### config.mk
export PLATFORM = sky130hd
export DESIGN_NAME = bnn_param_loader
export DESIGN_NICKNAME = d
export VERILOG_FILES = /design/src/rtl/bnn_pkg.sv /design/src/rtl/param_frame_shreg.sv /design/src/rtl/bnn_param_loader.sv
export SDC_FILE = /design/constraint.sdc
export NUM_CORES = 1
export LEC_CHECK = 0
export BUFFER_PORTS_ARGS = -buffer_cell sky130_fd_sc_hd__buf_2
export CORE_ASPECT_RATIO = 0.7
export CORE_MARGIN = 4
export CORE_UTILIZATION = 62
export CTS_BUF_LIST = sky130_fd_sc_hd__clkbuf_4
export DETAILED_ROUTE_END_ITERATION = 6
export HOLD_SLACK_MARGIN = 0.1
export PLACE_DENSITY = 0.87
export SLEW_MARGIN = 20
export SYNTH_ARGS = -nofsm -noshare
export SYNTH_HDL_FRONTEND = slang
export SYNTH_SLANG_ARGS = --single-unit
### constraint.sdc
create_clock -name clk -period 4.2 [get_ports clk]
set_clock_uncertainty 0.2 [all_clocks]
set_input_delay 1.26 -clock clk [delete_from_list [all_inputs] [get_ports clk]]
set_output_delay 1.26 -clock clk [all_outputs]
set_load 0.02 [all_outputs]
### src/rtl/bnn_pkg.sv
// bnn_pkg: shared state encoding, default sizes and frame-width helper for the neuron parameter loader
package bnn_pkg;

    typedef enum logic [1:0] {IDLE, FETCH, SHIFT, DONE} state_t;

    localparam int DEF_INPUTS    = 8;
    localparam int DEF_BIAS_BITS = 3;

    function automatic int frame_bits(input int inputs, input int bias_bits);
        return inputs + bias_bits;
    endfunction

endpackage

### src/rtl/param_frame_shreg.sv
// param_frame_shreg: MSB-first frame serializer toward the chain, LSB-in capture of the displaced frame, per-frame bit counter
module param_frame_shreg #(
    parameter int  FRAME_BITS = 11,
    localparam int CW         = (FRAME_BITS > 1) ? $clog2(FRAME_BITS) : 1,
    localparam int SW         = FRAME_BITS - 1
) (
    input  logic                  clk,
    input  logic                  reset,
    input  logic                  load,
    input  logic [FRAME_BITS-1:0] load_word,
    input  logic                  shift,
    input  logic                  ser_in,
    output logic                  ser_out,
    output logic                  frame_end,
    output logic [FRAME_BITS-1:0] rd_word,
    output logic                  rd_valid
);

    logic [FRAME_BITS-1:0] piso;
    logic [SW-1:0]         sipo;
    logic [CW-1:0]         bit_cnt;

    assign ser_out   = piso[FRAME_BITS-1];
    assign frame_end = shift && (bit_cnt == CW'(FRAME_BITS - 1));

    // shift out MSB first, capture into LSB, publish the captured frame once its last bit is in
    always_ff @(posedge clk or posedge reset) begin
        if (reset) begin
            piso     <= '0;
            sipo     <= '0;
            bit_cnt  <= '0;
            rd_word  <= '0;
            rd_valid <= 1'b0;
        end else begin
            rd_valid <= frame_end;
            if (load)
                piso <= load_word;
            else if (shift)
                piso <= piso << 1;
            if (shift) begin
                sipo    <= SW'({sipo, ser_in});
                bit_cnt <= frame_end ? '0 : bit_cnt + 1'b1;
            end
            if (frame_end)
                rd_word <= {sipo, ser_in};
        end
    end

endmodule

### src/rtl/bnn_param_loader.sv
// bnn_param_loader: serializes {bias, weights} frames into the neuron chain and returns the frames it displaces
module bnn_param_loader
    import bnn_pkg::*;
#(
    parameter int  INPUTS     = DEF_INPUTS,
    parameter int  BIAS_BITS  = DEF_BIAS_BITS,
    parameter int  NEURONS    = 4,
    localparam int FRAME_BITS = frame_bits(INPUTS, BIAS_BITS)
) (
    input  logic                  clk,
    input  logic                  reset,
    input  logic                  start,
    input  logic                  recirc,
    input  logic [FRAME_BITS-1:0] word_in,
    input  logic                  word_valid,
    output logic                  word_ready,
    output logic                  setup,
    output logic                  param,
    input  logic                  chain_in,
    output logic [FRAME_BITS-1:0] rd_word,
    output logic                  rd_valid,
    output logic                  busy,
    output logic                  done
);

    localparam int FW = (NEURONS > 1) ? $clog2(NEURONS) : 1;

    state_t        state;
    logic          mode;
    logic [FW-1:0] frame_cnt;
    logic          shreg_out;
    logic          frame_end;
    logic          load;

    assign word_ready = (state == FETCH);
    assign busy       = (state != IDLE);
    assign done       = (state == DONE);
    assign load       = word_ready && word_valid;
    // recirculation feeds the chain's own output straight back so its contents survive the pass
    assign param      = mode ? chain_in : shreg_out;

    param_frame_shreg #(.FRAME_BITS(FRAME_BITS)) u_shreg (
        .clk       (clk),
        .reset     (reset),
        .load      (load),
        .load_word (word_in),
        .shift     (setup),
        .ser_in    (chain_in),
        .ser_out   (shreg_out),
        .frame_end (frame_end),
        .rd_word   (rd_word),
        .rd_valid  (rd_valid)
    );

    // sequencing: fetch then shift per frame in load mode, one unbroken shift run in recirc mode
    always_ff @(posedge clk or posedge reset) begin
        if (reset) begin
            state     <= IDLE;
            mode      <= 1'b0;
            frame_cnt <= '0;
            setup     <= 1'b0;
        end else begin
            case (state)
                IDLE: if (start) begin
                    mode      <= recirc;
                    frame_cnt <= '0;
                    setup     <= recirc;
                    state     <= recirc ? SHIFT : FETCH;
                end
                FETCH: if (word_valid) begin
                    setup <= 1'b1;
                    state <= SHIFT;
                end
                SHIFT: if (frame_end) begin
                    if (frame_cnt == FW'(NEURONS - 1)) begin
                        setup <= 1'b0;
                        state <= DONE;
                    end else begin
                        frame_cnt <= frame_cnt + 1'b1;
                        if (!mode) begin
                            setup <= 1'b0;
                            state <= FETCH;
                        end
                    end
                end
                default: begin
                    mode  <= 1'b0;
                    state <= IDLE;
                end
            endcase
        end
    end

endmodule

==> results of run 1 <==
## per-stage QoR
| step | utilization | power (µW) | area, µm² | setup WS [ns] |
|---|---|---|---|---|
| after floorplan | - | 1270 | 1970 | 1.17 |
| after global placement | 0.741 | 1410 | 2160 | 0.966 |
| after detailed placement | 0.741 | 1470 | 2160 | 0.962 |
| after CTS | 0.760 | 1670 | 2220 | 0.960 |
| after global routing | 0.760 | 1790 | 2220 | 0.932 |
| final | 0.760 | 1660 | 2220 | 0.959 |
## per-layer routing
metal | track usage | wire [µm] | vias up
met2 | 0.347 | 1790 | 39
met1 | 0.269 | 1650 | 693
met4 | 0.0640 | 27 | 0
met3 | 0.0596 | 199 | 4
met5 | 0 | 0 | -
li1 | - | - | 698
## final cells by class
| cell class | instances | area (µm²) | area share |
|---|---|---|---|
| Sequential cell | 43 | 1080 | 0.484 |
| Inverter | 6 | 22.5 | 0.0101 |
| Clock buffer | 7 | 52.6 | 0.0236 |
| Timing Repair Buffer | 35 | 180 | 0.0811 |
| Tap cell | 36 | 45.0 | 0.0203 |
| Clock inverter | 1 | 5.00 | 0.00225 |
| Multi-Input combinational cell | 130 | 841 | 0.378 |
## placed cells by master (no fill, tap or decap), drive strengths merged
master and instances:
nand2 51, dfrtp 43, buf 35, o21ai 18, mux2 12, mux2i 11
ha 7, clkbuf 7, inv 6, nor2 6, nand3 3, nor2b 2
nor3 2, a22o 1, nand4b 1, and2 1, nand2b 1, o2111ai 1
and2b 1, o211ai 1, a221oi 1, and3b 1, a2111o 1, o31ai 1
a2111oi 1, o21ba 1, xor2 1, nor4 1, nand3b 1, o31a 1
a21oi 1, clkinv 1
## registers in the layout, summed over array words and instances, names as in the netlist
| register | count |
|---|---|
| state | 2 |
| u_shreg.sipo | 10 |
| frame_cnt | 2 |
| mode | 1 |
| setup | 1 |
| u_shreg.bit_cnt | 4 |
| u_shreg.piso | 11 |
| u_shreg.rd_valid | 1 |
| u_shreg.rd_word | 11 |
## cells by family after synthesis
family,Yosys count,share of synthesized area
AO/OA/AOI/OAI,28,0.0920
XOR/XNOR,1,0.00444
adder cells (fa/ha/maj),7,0.0444
buffers and inverters,14,0.0279
flip-flops,43,0.546
multiplexers,23,0.124
AND/OR/NAND/NOR,71,0.161
## power groups by stage
stage / sequential (µW) / clock (µW) / combinational (µW)
after floorplan: 768 / 0 / 501
after global placement: 720 / 0 / 692
after detailed placement: 736 / 0 / 733
after CTS: 727 / 204 / 739
after global routing: 751 / 220 / 820
final: 725 / 201 / 732
## worst max path at each step
stage | from | end | depth (start not counted)
after floorplan | chain_in | param | 1
after global placement | chain_in | param | 3
after detailed placement | chain_in | param | 3
after CTS | chain_in | param | 3
after global routing | chain_in | param | 3
final | chain_in | param | 3
## worst min-delay path, delay by kind of cell (launching register included)
kind / cells / cell delay [ns]
AND/OR/NAND/NOR: 2 / 0.10
flip-flops: 1 / 0.35
==> PnR_summary.wiki, run 1 <==
{| class="wikitable"
! Metric !! Value
|-
| Global-route wire length before repair || 6320 µm
|-
| Leakage component of the power || 0.00116 µW
|-
| Fin Setup TNS || 0 ns
|-
| Max H-tree Level || 2
|-
| Number of distinct library cell variants in the gate-level netlist after synthesis || 32
|-
| Proportion of layout cells with a drive suffix above 1 || 0.257
|-
| Delay of the slowest cell on the worst path || 0.25 ns
|-
| Dominant cell type by area after synthesis || dfrtp_1
|-
| P_int || 996 µW
|-
| Hold path startpoint || u_shreg.rd_word[10]$_DFFE_PP0P_
|-
| Half-perimeter wire length after placement || 2660 µm
|-
| Number of stages on the worst hold path || 2
|-
| Worst-case clock buffer depth || 2
|-
| Number of diodes added for antenna fixing || 0
|-
| Kind of cell adding the most delay to the critical path || buffers and inverters
|-
| CP Buf/Inv Count || 2
|-
| Most frequent cell after synthesis || nand2_1
|-
| Area overhead of the layout relative to synthesis || 12.7%
|-
| Highest clock rate || 309 MHz
|-
| Net switching power || 662 µW
|-
| Detailed router's first-iteration violation count || between 90 and 100
|-
| Crit path time final || 3.24 ns
|-
| Period utilization || 0.772
|-
| PortBufs || 33
|-
| Internal reg-to-reg setup slack || 1.77 ns
|-
| Type of destination of the critical path || output port
|-
| Die W || roughly 75 µm
|-
| Setup-violating endpoint count in the final report || 0
|-
| Rows || 16
|-
| Total via count in the routed design || 1434
|-
| Most area-consuming cells after synthesis || dfrtp_1 (55%), nand2_1 (9.7%), mux2_2 (6.9%), mux2i_1 (5.6%), o21ai_0 (4.6%)
|-
| Worst Reg2Reg Path Length in Cells || 6
|-
| Synthesized area divided by synthesized cell count || 10.5 µm²
|-
| Initial standard-cell utilization of the core || 0.675
|-
| Leading cell types by count after synthesis || nand2_1 (51), dfrtp_1 (43), o21ai_0 (18)
|-
| Most common flop cell mapped by yosys || dfrtp_1
|-
| Floorplan core area || 2920 µm²
|-
| Number of slew-limit violations in the final report || 0
|-
| Number of clock buffers inserted by TritonCTS || 5
|-
| Sequential element share of the synthesized area || 0.546
|-
| Total Routed Length || 3680 µm
|-
| Synthesized flop and latch total || between 40 and 50
|-
| Signal arrival time at the worst endpoint || 1.78 ns
|-
| Area share of the leading cell type in the synthesized netlist || 0.546
|-
| Cell-by-cell trace of the critical path || buf_2 -> mux2_2 -> buf_2
|-
| Count of flip-flops with a built-in enable after synthesis || 0
|-
| Largest net degree at the start of global routing || 44
|-
| Clk pin slew, worst setup/hold paths || 0.11 ns
|-
| Sw frac || 0.399
|-
| Number of hold-repair buffers added at the cts stage || 0
|-
| Final-stage net count || 245
|-
| Number of instances in the synthesized netlist || 187
|-
| Global placer's final weighted congestion || around 0.8
|-
| Hold Violations, Final || 0
|-
| Actual slew at the worst max-slew pin || about 0.60 ns
|-
| Fill cell count || 200
|-
| Clock tree from TritonCTS || yes
|-
| Tightest slew margin relative to the limit || 0.601
|-
| Clock latency at the later pin of the worst-skew pair || 0.34 ns
|-
| Launch instance of the worst register-to-register path || u_shreg.bit_cnt[0]$_DFFE_PP0P_
|-
| Overall Global Routing Usage || 0.209
|-
| Proportion of power drawn by the clock network || 0.121
|-
| Chip Height || roughly 55 µm
|-
| Max Cap Violations || 0
|-
| Routed wire length per instance || 14.2 µm
|-
| Overall overflow remaining after global route || 0
|-
| Sinks on Clock Net || 43
|-
| DRT antenna net count || 0
|-
| Number of antenna violations at the first check in global routing || 0
|-
| Number of global-route vias before repair || ~1400
|-
| Count of synthesis-stage warnings from yosys || 0
|-
| Most used cell, CP || buf_2
|-
| Routed via count divided by cell count || 5.56
|-
| Count of TritonRoute iterations in the first routing pass || 4
|-
| Cell area power density || around 750 nW/µm²
|-
| Kind of launch point of the worst setup path || input port
|-
| Total DRC errors in the routed layout || 0
|-
| Highest-delay cell along the critical path || mux2_2
|-
| Combined area of all synthesized cells || 1970 µm²
|-
| Post-route worst hold slack || 0.279 ns
|-
| Unrepaired setup endpoints after global routing || false
|-
| Hold Path End || u_shreg.rd_word[10]$_DFFE_PP0P_
|-
| Number of placed cells counting well taps || 250
|-
| R2R Path End || setup$_DFFE_PP0P_
|-
| Final standard cell count with taps included and fillers excluded || roughly 260
|-
| Resize count post-CTS || 0
|-
| Data required time of the worst path || 2.74 ns
|-
| Synth Net Count || 211
|-
| Seq pwr share || 0.437
|-
| Highest fanout seen on the critical path || 3
|-
| Run status || finished, final reports clean
|-
| Max rail drop VDD || 0.382 mV
|-
| Async SR Flop Fraction || 1.00
|-
| Min-delay worst type || reg2reg
|-
| I/O pin cnt || 34
|-
| Critical Setup Path Class || in2out
|-
| Post-CTS Repair Setup Buffers || 0
|-
| Combinational group share of total power || 0.442
|-
| Die Outline Area || 4160 µm²
|-
| Root Buffer Master || clkbuf_4
|}
Power figures use the tool's default switching activity.
==> inputs of run 2 (changes only) <==
ABC_AREA = 1   (was not set)
CORE_UTILIZATION = 58   (was 62)
PLACE_DENSITY = 0.82   (was 0.87)
clock period = 3.3 ns   (was 4.2 ns; I/O delays follow)
==> PnR_summary.wiki, run 2 <==
{| class="wikitable"
! Metric !! Value
|-
| Fill cell count || 277 (was 200)
|-
| PortBufs || 33 (unchanged)
|-
| Number of distinct library cell variants in the gate-level netlist after synthesis || 25 (was 32)
|-
| Number of antenna violations at the first check in global routing || 0 (unchanged)
|-
| Setup slack after layout || 0.691 ns (was 0.959 ns)
|-
| Data required time of the worst path || 2.11 ns (was 2.74 ns)
|-
| DRT antenna net count || 0 (unchanged)
|-
| Post-placement worst setup slack || 0.684 ns (was 0.962 ns)
|-
| Highest fanout seen on the critical path || 3 (unchanged)
|-
| Placement Cell Area || 2220 µm² (was 2160 µm²)
|-
| Most common cell after layout, fill and taps aside || nand2_1 (unchanged)
|-
| Most common flop cell mapped by yosys || dfrtp_1 (unchanged)
|-
| Resize count post-CTS || 0 (unchanged)
|-
| Half-perimeter wire length after placement || 2490 µm (was 2660 µm)
|-
| Crit path time final || ~2.6 ns
|-
| Tightest slew margin relative to the limit || 0.616 (was 0.601)
|-
| Largest net degree at the start of global routing || 44 (unchanged)
|-
| Sequential element share of the synthesized area || 0.524 (was 0.546)
|-
| Max H-tree Level || 2 (unchanged)
|-
| Chip Height || 57.8 µm (was 55.2 µm)
|-
| Period utilization || 0.790
|-
| Leading cell types by count after synthesis || nand2_1 (47), dfrtp_1 (43), inv_1 (34) (was nand2_1 (51), dfrtp_1 (43), o21ai_0 (18))
|-
| Global-route wire length before repair || 6310 µm (was 6320 µm)
|-
| Synth Net Count || 252 (was 211)
|-
| Max rail drop VDD || 0.640 mV (was 0.382 mV)
|-
| Total Routed Length || 3460 µm (was 3680 µm)
|-
| Global placer's final weighted congestion || 0.827 (was 0.800)
|-
| Total DRC errors in the routed layout || 0 (unchanged)
|-
| Clock latency at the later pin of the worst-skew pair || 0.34 ns (about the same)
|-
| Most area-consuming cells after synthesis || dfrtp_1 (52%), nand2_1 (8.6%), inv_1 (6.2%), o21ai_0 (4.9%), o21ai_1 (4.9%) (was dfrtp_1 (55%), nand2_1 (9.7%), mux2_2 (6.9%), mux2i_1 (5.6%), o21ai_0 (4.6%))
|-
| Area overhead of the layout relative to synthesis || 12.1% (was 12.7%)
|-
| Min-delay worst type || reg2reg (unchanged)
|-
| Hold Violations, Final || 0 (unchanged)
|-
| Worst-case clock buffer depth || 2 (unchanged)
|-
| Kind of launch point of the worst setup path || input port (unchanged)
|-
| Dominant cell type by area after synthesis || dfrtp_1 (unchanged)
|-
| Delay of the slowest cell on the worst path || 0.20 ns (was 0.25 ns)
|-
| Clk pin slew, worst setup/hold paths || 0.12 ns (was 0.11 ns)
|-
| Type of destination of the critical path || output port (unchanged)
|-
| Initial standard-cell utilization of the core || 0.626 (was 0.675)
|-
| Count of synthesis-stage warnings from yosys || 0 (unchanged)
|-
| Multi-input gate area in the final layout || 769 µm² (was 841 µm²)
|-
| Detailed router's first-iteration violation count || 106 (was 91)
|-
| Highest clock rate || 383 MHz
|-
| Post-CTS Repair Setup Buffers || 0 (unchanged)
|-
| Die W || 79.1 µm (was 75.4 µm)
|-
| Signal arrival time at the worst endpoint || 1.42 ns (was 1.78 ns)
|-
| Routed via count divided by cell count || 4.97 (was 5.56)
|-
| Rows || 17 (was 16)
|-
| Number of slew-limit violations in the final report || 0 (unchanged)
|-
| Highest-delay cell along the critical path || buf_2 (was mux2_2)
|-
| Number of global-route vias before repair || 1457 (was 1387)
|-
| Unrepaired setup endpoints after global routing || false (unchanged)
|-
| Setup-violating endpoint count in the final report || 0 (unchanged)
|-
| Max Cap Violations || 0 (unchanged)
|-
| Overall overflow remaining after global route || 0 (unchanged)
|-
| Cell-by-cell trace of the critical path || buf_2 -> nand2_1 -> o21ai_0 -> buf_2 (was buf_2 -> mux2_2 -> buf_2)
|-
| Number of instances in the synthesized netlist || 228 (was 187)
|-
| Critical Setup Path Class || in2out (unchanged)
|-
| Number of hold-repair buffers added at the cts stage || 0 (unchanged)
|-
| Floorplan core area || 3280 µm² (was 2920 µm²)
|-
| I/O pin cnt || 34 (unchanged)
|-
| Largest registers || u_shreg.piso: 11 flops, u_shreg.rd_word: 11 flops, u_shreg.sipo: 10 flops (unchanged)
|-
| Most used cell, CP || buf_2 (unchanged)
|-
| Async SR Flop Fraction || 1.00 (unchanged)
|-
| Fin Setup TNS || 0 ns (unchanged)
|-
| Cell area power density || 914 nW/µm² (was 746 nW/µm²)
|-
| Number of clock buffers inserted by TritonCTS || 5 (unchanged)
|-
| Actual slew at the worst max-slew pin || 0.574 ns (was 0.598 ns)
|-
| Most frequent cell after synthesis || nand2_1 (unchanged)
|-
| Sequential cell area in the final layout || 1080 µm² (unchanged)
|-
| Root Buffer Master || clkbuf_4 (unchanged)
|-
| Die Outline Area || 4570 µm² (was 4160 µm²)
|-
| Count of flip-flops with a built-in enable after synthesis || 0 (unchanged)
|-
| Area share of the leading cell type in the synthesized netlist || 0.524 (was 0.546)
|-
| Total via count in the routed design || 1537 (was 1434)
|-
| Commonest cells after routing, fill and taps aside || nand2_1 (47), dfrtp_1 (43), inv_1 (34) (was nand2_1 (51), dfrtp_1 (43), buf_2 (33))
|-
| Proportion of layout cells with a drive suffix above 1 || 0.248 (was 0.257)
|-
| Design Area, Final || 2300 µm² (was 2220 µm²)
|-
| Routed wire length per instance || 11.2 µm (was 14.2 µm)
|-
| Final-stage net count || 286 (was 245)
|-
| Count of TritonRoute iterations in the first routing pass || 4 (unchanged)
|-
| Run status || finished, final reports clean (unchanged)
|-
| Synthesized area divided by synthesized cell count || 9.00 µm² (was 10.5 µm²)
|-
| Combined area of all synthesized cells || 2050 µm² (was 1970 µm²)
|-
| Clock tree from TritonCTS || yes (unchanged)
|-
| Number of diodes added for antenna fixing || 0 (unchanged)
|-
| Leakage component of the power || 0.00121 µW (was 0.00116 µW)
|-
| Synthesized flop and latch total || 43 (unchanged)
|-
| Sinks on Clock Net || 43 (unchanged)
|-
| Overall Global Routing Usage || 0.176 (was 0.209)
|}
## run 2: cell types whose count changed after synthesis, sizes merged, moves of 3 or more
| cell | delta |
|---|---|
| clkbuf | -4 |
| o21ai | +30 |
| mux2 | -12 |
| nand3 | +4 |
| buf | +4 |
| nand4 | +3 |
| nand2 | +4 |
| inv | +30 |
| a31oi | +4 |
| a21oi | +3 |
| mux2i | -11 |
## run 2: power breakdown
part / switching [µW] / total, µW / leakage (µW) / internal (µW)
Combinational: 590 / 909 / 0.000616 / 319
Sequential: 121 / 869 / 0.000551 / 748
Clock: 159 / 323 / 0.0000417 / 165
## run 2: cell type report
| class | count | area share |
|---|---|---|
| Clock buffer | 6 | 0.0196 |
| Clock inverter | 1 | 0.0131 |
| Inverter | 37 | 0.0609 |
| Multi-Input combinational cell | 140 | 0.335 |
| Sequential cell | 43 | 0.468 |
| Tap cell | 47 | 0.0256 |
| Timing Repair Buffer | 35 | 0.0783 |
## run 2: metrics by stage
step	util	total power, µW	instances	hold slack (ns)
final	0.702	2100	309	0.291
after global placement	0.679	1760	302	0.259
after global routing	0.702	2300	309	0.313
after floorplan	-	1600	228	0.246
after CTS	0.702	2120	309	0.291
after detailed placement	0.679	1790	302	0.262
## run 2: worst paths after layout
| check | end | slack [ns] | cells past startpoint | startpoint |
|---|---|---|---|---|
| max | param | 0.69 | 4 | chain_in |
| min | u_shreg.rd_word[4]$_DFFE_PP0P_ | 0.29 | 2 | u_shreg.rd_word[4]$_DFFE_PP0P_ |
| max reg2reg | u_shreg.piso[0]$_DFFE_PP0P_ | 1.28 | 5 | state[1]$_DFFE_PP0P_ |
| min reg2reg | u_shreg.rd_word[4]$_DFFE_PP0P_ | 0.29 | 2 | u_shreg.rd_word[4]$_DFFE_PP0P_ |
| max in group asynchronous | state[1]$_DFFE_PP0P_ | 2.00 | 3 | reset |
| min in group asynchronous | u_shreg.rd_word[4]$_DFFE_PP0P_ | 0.55 | 3 | reset |
## run 2: worst max-delay path: cells and delay by family
family / cells / cell delay (ns)
compound gates: 1 / 0.08
buf+inv: 2 / 0.31
simple gates: 1 / 0.05
## run 2: kinds of logic after synthesis
group / after synthesis / synth area share
buffers and inverters: 45 / 0.101
adder cells (fa/ha/maj): 7 / 0.0427
flip-flops: 43 / 0.524
AO/OA/AOI/OAI: 57 / 0.159
AND/OR/NAND/NOR: 76 / 0.173
## run 2: per-layer routing
metal	GRT usage	wire length [µm]
met5	0	0
met4	0.0466	36
met3	0.0590	150
met2	0.289	1630
met1	0.226	1650
